**src/rtl/vm3_mux_ser.sv**
```systemverilog
// Status-to-mux serializer: snapshots an 8-bit status word and shifts it out as
// four dibits into the board mux register, strobing on the last dibit.
module vm3_mux_ser #(
  parameter int unsigned REFRESH = 255,
  parameter bit          SYNC_EN = 1'b1
) (
  input  logic       MCLK,
  input  logic       nRST,
  input  logic       nDCLO_I,
  input  logic       nACLO_I,
  input  logic       nHALT_I,
  input  logic       nEVNT_I,
  input  logic [3:0] nIRQ_I,
  output logic [1:0] MXIN,
  output logic       MXSTB,
  output logic       BUSY,
  output logic       SENT
);

  localparam int unsigned WW  = 8;
  localparam int unsigned RCW = 8;

  localparam logic [2:0] S_IDLE = 3'd0;
  localparam logic [2:0] S_SH0  = 3'd1;
  localparam logic [2:0] S_SH1  = 3'd2;
  localparam logic [2:0] S_SH2  = 3'd3;
  localparam logic [2:0] S_STB  = 3'd4;

  localparam logic [RCW-1:0] RC_TERM = RCW'(REFRESH - 32'd1);
  localparam logic [RCW-1:0] RC_MAX  = '1;

  logic [WW-1:0] raw;
  logic [WW-1:0] w;

  assign raw = {nDCLO_I, nACLO_I, nHALT_I, nEVNT_I, nIRQ_I};

  // Optional two-flop synchronizer; resets to the inactive (all-high) level.
  generate
    if (SYNC_EN) begin : g_sync
      logic [WW-1:0] s1;
      logic [WW-1:0] s2;
      always_ff @(posedge MCLK or negedge nRST) begin
        if (!nRST) begin
          s1 <= '1;
          s2 <= '1;
        end else begin
          s1 <= raw;
          s2 <= s1;
        end
      end
      assign w = s2;
    end else begin : g_nosync
      assign w = raw;
    end
  endgenerate

  logic [2:0]     state, state_next;
  logic [WW-1:0]  f, f_next;
  logic [WW-1:0]  l, l_next;
  logic [RCW-1:0] rc, rc_next;
  logic           p, p_next;
  logic           dclo_q;
  logic           start;
  logic           dclo_fall;
  logic [1:0]     mxin_next;
  logic           mxstb_next;
  logic           busy_next;
  logic           sent_next;

  assign start     = (w != l) || (rc == RC_TERM) || p;
  assign dclo_fall = dclo_q & ~w[WW-1];

  // State, snapshot, last-sent, refresh counter and registered outputs.
  always_ff @(posedge MCLK or negedge nRST) begin
    if (!nRST) begin
      state  <= S_IDLE;
      f      <= '1;
      l      <= '1;
      rc     <= '0;
      p      <= 1'b1;
      dclo_q <= 1'b1;
      MXIN   <= 2'b11;
      MXSTB  <= 1'b0;
      BUSY   <= 1'b0;
      SENT   <= 1'b0;
    end else begin
      state  <= state_next;
      f      <= f_next;
      l      <= l_next;
      rc     <= rc_next;
      p      <= p_next;
      dclo_q <= w[WW-1];
      MXIN   <= mxin_next;
      MXSTB  <= mxstb_next;
      BUSY   <= busy_next;
      SENT   <= sent_next;
    end
  end

  // Next state plus the output values that belong to that next state.
  always_comb begin
    state_next = state;
    f_next     = f;
    l_next     = l;
    rc_next    = rc;
    p_next     = p;
    mxin_next  = 2'b11;
    mxstb_next = 1'b0;
    busy_next  = 1'b0;
    sent_next  = 1'b0;

    case (state)
      S_IDLE: begin
        if (rc != RC_MAX) rc_next = rc + RCW'(1);
        if (start) begin
          state_next = S_SH0;
          f_next     = w;
        end
      end
      S_SH0, S_SH1, S_SH2: begin
        // A power-fail edge mid-frame restarts with the fresh word.
        if (dclo_fall) begin
          state_next = S_SH0;
          f_next     = w;
        end else if (state == S_SH0) begin
          state_next = S_SH1;
        end else if (state == S_SH1) begin
          state_next = S_SH2;
        end else begin
          state_next = S_STB;
        end
      end
      S_STB: begin
        l_next  = f;
        rc_next = '0;
        if (w != f) begin
          state_next = S_SH0;
          f_next     = w;
        end else begin
          state_next = S_IDLE;
        end
      end
      default: state_next = S_IDLE;
    endcase

    if (state_next == S_SH0) p_next = 1'b0;

    case (state_next)
      S_SH0: begin
        mxin_next = f_next[7:6];
        busy_next = 1'b1;
      end
      S_SH1: begin
        mxin_next = f_next[5:4];
        busy_next = 1'b1;
      end
      S_SH2: begin
        mxin_next = f_next[3:2];
        busy_next = 1'b1;
      end
      S_STB: begin
        mxin_next  = f_next[1:0];
        mxstb_next = 1'b1;
        busy_next  = 1'b1;
        sent_next  = 1'b1;
      end
      default: begin
        mxin_next = 2'b11;
      end
    endcase
  end

endmodule

```
**config.mk**
```make
export PLATFORM = sky130hd
export DESIGN_NAME = vm3_mux_ser
export DESIGN_NICKNAME = d
export VERILOG_FILES = /design/src/rtl/vm3_mux_ser.sv
export SDC_FILE = /design/constraint.sdc
export NUM_CORES = 1
export LEC_CHECK = 0
export ABC_CLOCK_PERIOD_IN_PS = 3400
export CELL_PAD_IN_SITES_DETAIL_PLACEMENT = 0
export CELL_PAD_IN_SITES_GLOBAL_PLACEMENT = 2
export CORE_MARGIN = 8
export CORE_UTILIZATION = 45
export CTS_BUF_LIST = sky130_fd_sc_hd__clkbuf_8
export DETAILED_ROUTE_END_ITERATION = 6
export PLACE_DENSITY = 0.93
export SETUP_SLACK_MARGIN = 0.15
export SYNTH_ARGS = -nofsm -noshare
export SYNTH_HDL_FRONTEND = slang
export SYNTH_SLANG_ARGS = --single-unit
export TNS_END_PERCENT = 5
```
**constraint.sdc**
```tcl
create_clock -name MCLK -period 3.4 [get_ports MCLK]
set_clock_uncertainty 0.1 [all_clocks]
set_input_delay 0.68 -clock MCLK [delete_from_list [all_inputs] [get_ports MCLK]]
set_output_delay 0.68 -clock MCLK [all_outputs]
set_load 0.03 [all_outputs]
```
* Word-level counts from Yosys, hierarchy flattened
Index checks and enable logic that the tools add are counted.
** Cells by class
- $add $sub $neg :: 1
- Equal/unequal tests :: 13
- Mux-type cells :: 15
- Bitwise operators :: 2
- Reduce and logical (&&, ||, !) cells :: 7
** Operator list (number)
- $mux W8 :: 4
- $pmux W8 S3 :: 1
- $ne A8 B8 Y1 :: 2
- $pmux W8 S2 :: 1
- $eq A3 B2 Y1 const B :: 4
- $mux W3 :: 4
- $pmux W3 S3 :: 1
- $add A8 B1 Y8 const B :: 1
- $eq A8 B8 Y1 const B :: 1
- $ne A8 B8 Y1 const B :: 1
- $pmux W2 S4 :: 1
- $eq A3 B1 Y1 const B :: 2
- $eq A3 B3 Y1 const B :: 2
- $reduce_or A4 Y1 :: 1
- $logic_not A3 Y1 :: 1
- $mux W1 :: 3
- $reduce_or A3 Y1 :: 1
- $logic_or A1 B1 Y1 :: 2
- $ne A2 B2 Y1 const B :: 1
- $reduce_and A2 Y1 :: 1
- $reduce_bool A2 Y1 :: 1
- $and A1 B1 Y1 :: 1
- $not A1 Y1 :: 1
** Storage, ports and cells
- Register bits after elaboration :: 49
- Logic and storage cells :: 49

* Logic depth before layout (Yosys ltp)
Gate-level depths: netlist (run 1).
- Depth after elaboration :: 8
- Depth in mapped cells :: 7
- Depth with buffers taken out :: 7

* Worst setup path before layout (run 1)
OpenSTA, ideal clock, no wires.
- Path kind :: register to register
- From :: reg g_sync.s2[2]
- To :: reg f[3]
- Library setup time :: 0.082 ns
- Arrival :: 1.861 ns
- Setup slack :: 1.356 ns
- Cell stages (with the launch flop) :: 7
- Buffers on the path :: 0
- Period minus slack after synthesis :: 2.044 ns
- Cells stage by stage :: dfstp_2 xnor2_2 nand4_2 nor4_4 a211oi_2 nor2_2 mux2_2
** On the way
- Word-level cells in the longest chain between the ends :: 5
** RTL lines
- start: declaration :: line 41 : logic [WW-1:0] s2;
- start signal: assignment :: line 45 : s2 <= '1;
- start signal: assignment :: line 48 : s2 <= s1;
- $ne A8 B8 Y1 :: line 70 : assign start = (w != l) || (rc == RC_TERM) || p;
- $logic_or A1 B1 Y1 (2 in a row) :: line 70
- $mux W8 :: line 115 : if (start) begin
- $pmux W8 S3 * :: line 112 : case (state)
- via f_next[3] :: line 58 : logic [WW-1:0] f, f_next;
- end signal: assignment :: line 88 : f <= f_next;
- end: declaration :: line 58
Mark *: on every way through the listed nets, which the timed path passes. The rest lies on a longest branch.
A chain may end at the register's enable or synchronous reset.

* Worst setup path in the final report (run 1)
- From :: reg g_sync.s2[7]
- To :: reg f[4]
Same word-level chain as after synthesis.

==> qor.csv, run 1 <==
stage,metric,value,unit
grt,grt_overflow,0,
cts,cts_buffers,5,
cells_and_area,multi_input_area,973,um^2
floorplanning,start_util,0.458,
synth,synth_cells,197,
cts,clk_path_buf_depth,2,
cts,insertion_delay,0.29,ns
floorplanning,die_h,87.6,um
cts,cts_resized,0,
power_and_ir_drop,p_leak,1.07,nW
worst_setup_path,r2r_start,g_sync.s2[7],
hold_path,holdPathEnd,g_sync.s2[3],
outcome,status,"complete, no violations",
grt,grt_pass1_wl,8020,um
power_and_ir_drop,power_density,856,mW/mm^2
worst_setup_path,regToRegSetupSlack,1.10,ns
synth,synth_top_area_share,0.410,
cts,cts_hold_buf,0,
timing,fin_crit,2.30,ns
synth,synth_fa_ha_area_frac,0.0108,
timing,grt_setup_unrepaired,no,
hold_path,min-delay-start,g_sync.s1[3],
grt,grt_usage,0.133,
hold_path,hold_class,flop to flop,
cells_and_area,seq_area,0.00127,mm^2
cts,clock-root-buffer,clkbuf_8,
worst_setup_path,cpPeakStageDelay,0.58,ns
placement,routabilityCongestion,0.897,
floorplanning,die_area,0.00767,mm^2
cells_and_area,layout_common_cells,"dfstp_2 (36), nand2_1 (33), dfrtp_1 (13), nor2_1 (13), clkdlybuf4s50_1 (13)",
route,viasPerCell,5.18,
synth,synthTopCellsByArea,"dfstp_2 (41%), dfrtp_1 (14%), nand2_1 (5.4%)",
grt,antenna_found_initial,0,
cells_and_area,final_layout_size_suffix_gt1_frac,0.358,
hold_path,hold_depth,0,
cells_and_area,nNetsFinal,229,
worst_setup_path,cp_max_fo,7,
route,vias,1492,
worst_setup_path,path_class,flop to flop,
timing,worst_pin_slew,0.897,ns
timing,fmax,435,MHz
synth,synthMuxAreaShare,0.0412,
placement,hpwl,3260,um
synth,synth_seq_cells,49,
route,finalWirelength,4410,um
cts,cts_max_level,2,
worst_setup_path,critical_path_arrival,2.42,ns
timing,final_hold_viol_count,0,
synth,synth_area,0.00231,mm^2
synth,synth_top_family_by_area,simple AND/OR/NAND/NOR gates,
job,cap_violations,0,
route,drtPass1Iterations,4,
timing,slew_viol_final,0,
power_and_ir_drop,p_total,2.24,mW
synth,yosysUniqueCellTypes,48,
route,postRouteAntennaNets,0,
worst_setup_path,cp-start-kind,flop,
worst_setup_path,cp_slowest_cell,dfstp_2,
timing,relSlewSlack,0.402,
worst_setup_path,cp-end-kind,flop,
route,drt-wirelength-per-cell,15.3,um
worst_setup_path,cp_data_required_time,3.53,ns
cells_and_area,fill_cells,451,
worst_setup_path,cp_cell_sequence,xnor2_1 -> nand3_2 -> nor4_4 -> a211oi_2 -> nor2_2 -> mux2_2,
cells_and_area,area_growth,13.6,%
synth,ys.flop_type,dfstp_2,
synth,yosysTopAreaCell,dfstp_2,
synth,yosys.area_share.simple,0.189,
synth,ys_warn_count,0,
grt,grt_pass1_vias,1593,
synth,synthArstFlopShare,1.00,
floorplanning,die_w,87.6,um
synth,ys_seq_area_frac,0.551,
synth,synthXorXnorAreaFrac,0.104,
synth,syn_avg_cell_area,11.7,um^2
timing,final.setup.tns,0,ns
synth,synth-compound-area-share,0.0775,
cts,cts_setup_buffers,0,
floorplanning,pin_count,15,
worst_setup_path,r2r_end,f[4],
floorplanning,fp-row-count,26,
route,drc,0,
synth,synth_edf_count,0,
cts,clkTransAtPathRegs,0.08,ns
timing,finalSetupViolCount,0,
timing,fin_crit_sh,0.676,
worst_setup_path,rr_worst_depth,6,
cts,cts_tree,done,
cts,cts.sinks,49,
floorplanning,coreArea,0.00504,mm^2
route,drt_iter0_drc,108,
grt,grt_start_max_net_pins,44,
cells_and_area,final_common_cell,dfstp_2,
placement,numPortBuffers,14,
cells_and_area,antennaDiodeCount,0,
synth,syn_nets,209,
power_and_ir_drop,ir_drop,0.463,mV
## sequential cells by signal (all words and copies together), names as in the netlist
name / cells
MXIN: 2
p: 1
dclo_q: 1
g_sync.s1: 8
rc: 8
f: 8
BUSY: 1
l: 8
g_sync.s2: 8
SENT: 1
state: 3
## layer usage
metal  track usage  vias up  wire length [um]
met3        0.0338        9               202
met5             0        -                 0
met2         0.205       30              2100
met1         0.180      734              2020
met4        0.0359        0                78
li1              -      719                 -
## worst max path at each step
stage,from,cells past startpoint,slack (ns),to
finish,g_sync.s2[7],6,1.10,f[4]
detailed placement,g_sync.s2[7],6,1.11,f[4]
global placement,g_sync.s2[7],6,1.15,f[4]
CTS,g_sync.s2[7],6,1.10,f[4]
global route,g_sync.s2[7],6,0.98,f[3]
floorplan,g_sync.s2[2],6,1.36,f[3]
## per-stage QoR
stage               std cells  setup slack, ns   util  hold slack [ns]  instance area, um^2
floorplan                 197             1.36      -            0.245                 2310
global placement          280             1.15  0.500            0.246                 2520
detailed placement        280             1.11  0.500            0.247                 2520
CTS                       288             1.10  0.520            0.259                 2620
global route              288            0.984  0.520            0.263                 2620
finish                    288             1.10  0.520            0.258                 2620
## cells in the mapped netlist, types with 2 or more instances
| library cell | instances |
|---|---|
| a21oi_1 | 3 |
| and3_1 | 2 |
| a22oi_1 | 2 |
| nor2_2 | 2 |
| o21ai_0 | 3 |
| dfrtp_1 | 13 |
| xnor2_2 | 5 |
| nor2_1 | 13 |
| o211ai_1 | 2 |
| nand4_1 | 7 |
| and3_2 | 2 |
| nand3_1 | 4 |
| nand2b_1 | 2 |
| buf_4 | 2 |
| dfstp_2 | 36 |
| clkbuf_1 | 2 |
| nand2_1 | 33 |
| and4_4 | 2 |
| ha_1 | 2 |
| nor3_1 | 6 |
| mux2_2 | 4 |
| mux2i_1 | 5 |
| inv_1 | 4 |
| xor2_1 | 6 |
| xnor2_1 | 12 |
## critical path: cells and delay by family, from the launching register on
| kind | cells | cell delay [ns] |
|---|---|---|
| DFF | 1 | 0.58 |
| muxes | 1 | 0.36 |
| xor gates and xnor gates | 1 | 0.19 |
| and+or+nand+nor | 3 | 0.83 |
| AOI/OAI and AO/OA | 1 | 0.17 |
## logic make-up (layout without fill, tap and decap cells)
| kind of cell | count (synthesis) | in the layout |
|---|---|---|
| buf+inv | 10 | 31 |
| simple gates | 82 | 82 |
| fa+ha+maj | 2 | 2 |
| flops | 49 | 49 |
| compound gates | 22 | 22 |
| xor+xnor | 23 | 23 |
| mux | 9 | 9 |
## power by group
group	internal, mW	switching (mW)
Clock	0.184	0.176
Combinational	0.405	0.434
Sequential	0.835	0.209
Total	1.42	0.819
## area by class of cell
class                           count  share of cell area
Clock buffer                        7              0.0368
Clock inverter                      1             0.00191
Multi-Input combinational cell    138               0.371
Timing Repair Buffer               19              0.0659
Sequential cell                    49               0.485
Tap cell                           70              0.0334
Inverter                            4             0.00573
No activity file was read; power rests on OpenSTA's default activity.
==> run 2, diff against run 1 <==
ABC_CLOCK_PERIOD_IN_PS = 2300   (was 3400)
CORE_UTILIZATION = 41   (was 45)
PLACE_DENSITY = 0.87   (was 0.93)
clock period = 2.3 ns   (was 3.4 ns; I/O delays follow)
==> run 2 against run 1 <==
Power grew 54%. Critical endpoint is now f[3]. Combinational power is 55% higher. First-iteration DRC count fell by 23%. Largest power group unchanged. Core utilization fell by 2.6 points. Largest cell class unchanged. Cell area up 3.2%. Sequential power rose by 47%. Global-route usage down 1.9 points. Sequential share of layout area is 1.4 points lower. Routed wire length shrank 0.84%.
==> qor.csv, run 2 (synthesized netlist as in run 1, its figures left out) <==
stage,metric,value,unit,change
cts,cts_buffers,5,,unchanged
placement,hpwl,3150,um,-3.5%
cells_and_area,stdcell_count,296,,+2.8%
timing,fin_crit_sh,0.887,,+0.211
grt,antenna_found_initial,0,,unchanged
grt,grt_pass1_vias,1556,,-2.3%
floorplanning,start_util,0.422,,-0.0360
timing,grt_setup_unrepaired,yes,,
timing,finalSetupViolCount,0,,unchanged
worst_setup_path,path_class,flop to flop,,
grt,grt_start_max_net_pins,48,,+9.1%
power_and_ir_drop,p_total,3.45,mW,+54%
route,drtPass1Iterations,4,,unchanged
floorplanning,pin_count,15,,unchanged
cells_and_area,antennaDiodeCount,0,,unchanged
route,drt-wirelength-per-cell,14.8,um,-3.5%
grt,grt_usage,0.114,,-0.0192
timing,relSlewSlack,0.716,,+0.313
worst_setup_path,cp_max_fo,4,,-3
route,finalWirelength,4370,um,-0.84%
timing,final_hold_viol_count,0,,unchanged
placement,numPortBuffers,14,,unchanged
cells_and_area,layout_common_cells,"dfstp_2 (36), nand2_1 (33), nor2_1 (13), clkdlybuf4s50_1 (13), dfrtp_1 (12)",,
worst_setup_path,cp_data_required_time,2.44,ns,-1.09 ns
cts,cts.sinks,49,,unchanged
route,drc,0,,unchanged
grt,grt_pass1_wl,7640,um,-4.7%
cts,cts_tree,done,,
cts,cts_max_level,2,,unchanged
cells_and_area,final_common_cell,dfstp_2,,
placement,dp_cells,285,,+1.8%
timing,worst_pin_slew,0.426,ns,-0.470 ns
floorplanning,fp-row-count,27,,+3.8%
timing,slew_viol_final,0,,unchanged
floorplanning,die_area,0.00828,mm^2,+7.9%
cells_and_area,nNetsFinal,235,,+2.6%
cts,insertion_delay,0.30,ns,about the same
cts,clkTransAtPathRegs,0.09,ns,about the same
job,cap_violations,0,,unchanged
timing,final.setup.tns,0,ns,unchanged
worst_setup_path,cp_slowest_cell,dfstp_2,,
floorplanning,die_w,91.0,um,+3.9%
worst_setup_path,cp_cell_sequence,xnor2_2 -> nand4_2 -> nor4_4 -> a211oi_2 -> nor2_2 -> mux2_2,,
grt,grt_overflow,0,,unchanged
route,postRouteAntennaNets,0,,unchanged
cts,clock-root-buffer,clkbuf_8,,
power_and_ir_drop,p_leak,1.11,nW,+3.9%
cells_and_area,area_growth,17.2,%,
floorplanning,die_h,91.0,um,+3.9%
route,drt_iter0_drc,83,,-23%
cells_and_area,fill_cells,523,,+16%
power_and_ir_drop,power_density,1270,mW/mm^2,+49%
worst_setup_path,critical_path_arrival,2.18,ns,-0.24 ns
worst_setup_path,cp-start-kind,flop,,
worst_setup_path,cpPeakStageDelay,0.58,ns,about the same
hold_path,hold_class,flop to flop,,
outcome,status,"complete, no violations",,
route,viasPerCell,5.06,,-2.4%
timing,final.setup.worst_slack,0.260,ns,-0.843 ns
power_and_ir_drop,ir_drop,0.564,mV,+22%
timing,fin_crit,2.04,ns,-0.257 ns
timing,fmax,490,MHz,+13%
route,vias,1497,,+0.34%
placement,routabilityCongestion,0.849,,-5.3%
cts,clk_path_buf_depth,2,,unchanged
placement,post-place-ws,0.166,ns,-0.946 ns
floorplanning,coreArea,0.00547,mm^2,+8.5%
cells_and_area,final_layout_size_suffix_gt1_frac,0.379,,+0.0217
worst_setup_path,cp-end-kind,flop,,
## run 2: through the flow
step / cell area [um^2] / hold WS [ns] / util
after floorplan: 2310 / 0.0644 / -
after global placement: 2560 / 0.168 / 0.467
after detailed placement: 2560 / 0.171 / 0.467
after CTS: 2690 / 0.261 / 0.491
after global routing: 2700 / 0.263 / 0.494
final: 2700 / 0.258 / 0.494
## run 2: metal layers
metal	share of wire	wire length, um	GRT usage
met2	0.49	2130	0.184
met1	0.48	2080	0.144
met3	0.023	101	0.0272
met4	0.014	60	0.0409
met5	0	0	0
## run 2: worst max-delay path, delay by kind of cell (launching register included)
family | cells | cell delay (ns)
and+or+nand+nor | 3 | 0.66
DFF | 1 | 0.58
muxes | 1 | 0.36
AOI/OAI and AO/OA | 1 | 0.15
xor gates and xnor gates | 1 | 0.14
## run 2: layout make-up
class	instances	area, um^2	area share
clock buffers	5	68.8	0.0255
clock inverters	3	43.8	0.0162
inverters	4	15.0	0.00555
multi-input cells	138	981	0.363
flip-flops and latches	49	1270	0.471
well taps	72	90.1	0.0333
repair buffers	25	233	0.0861
## run 2: what timing repair did
item / 4_1_cts / 5_1_grt
resized for setup: 0 / 3
setup endpoints to repair: 1 / 6
pin swaps: 1 / 3
hold buffers: 1 / 0
setup buffers: 1 / 1
endpoints found under the hold margin: 2 / 0
## run 2: final timing paths
path                                    from      endpoint  slack (ns)  cells after the start
worst max-delay path            g_sync.s2[0]          f[3]        0.26                      6
worst min-delay path            g_sync.s1[1]  g_sync.s2[1]        0.26                      0
worst max register to register  g_sync.s2[0]          f[3]        0.26                      6
worst min register to register  g_sync.s1[1]  g_sync.s2[1]        0.26                      0
max in group asynchronous               nRST  g_sync.s1[1]        1.21                      3
min in group asynchronous               nRST         rc[2]        0.38                      2
## run 2: power by group
group | leakage (nW) | internal [mW] | switching [mW] | total, mW
clock network | 0.0585 | 0.326 | 0.290 | 0.616
logic | 0.512 | 0.650 | 0.646 | 1.30
registers | 0.542 | 1.24 | 0.297 | 1.53
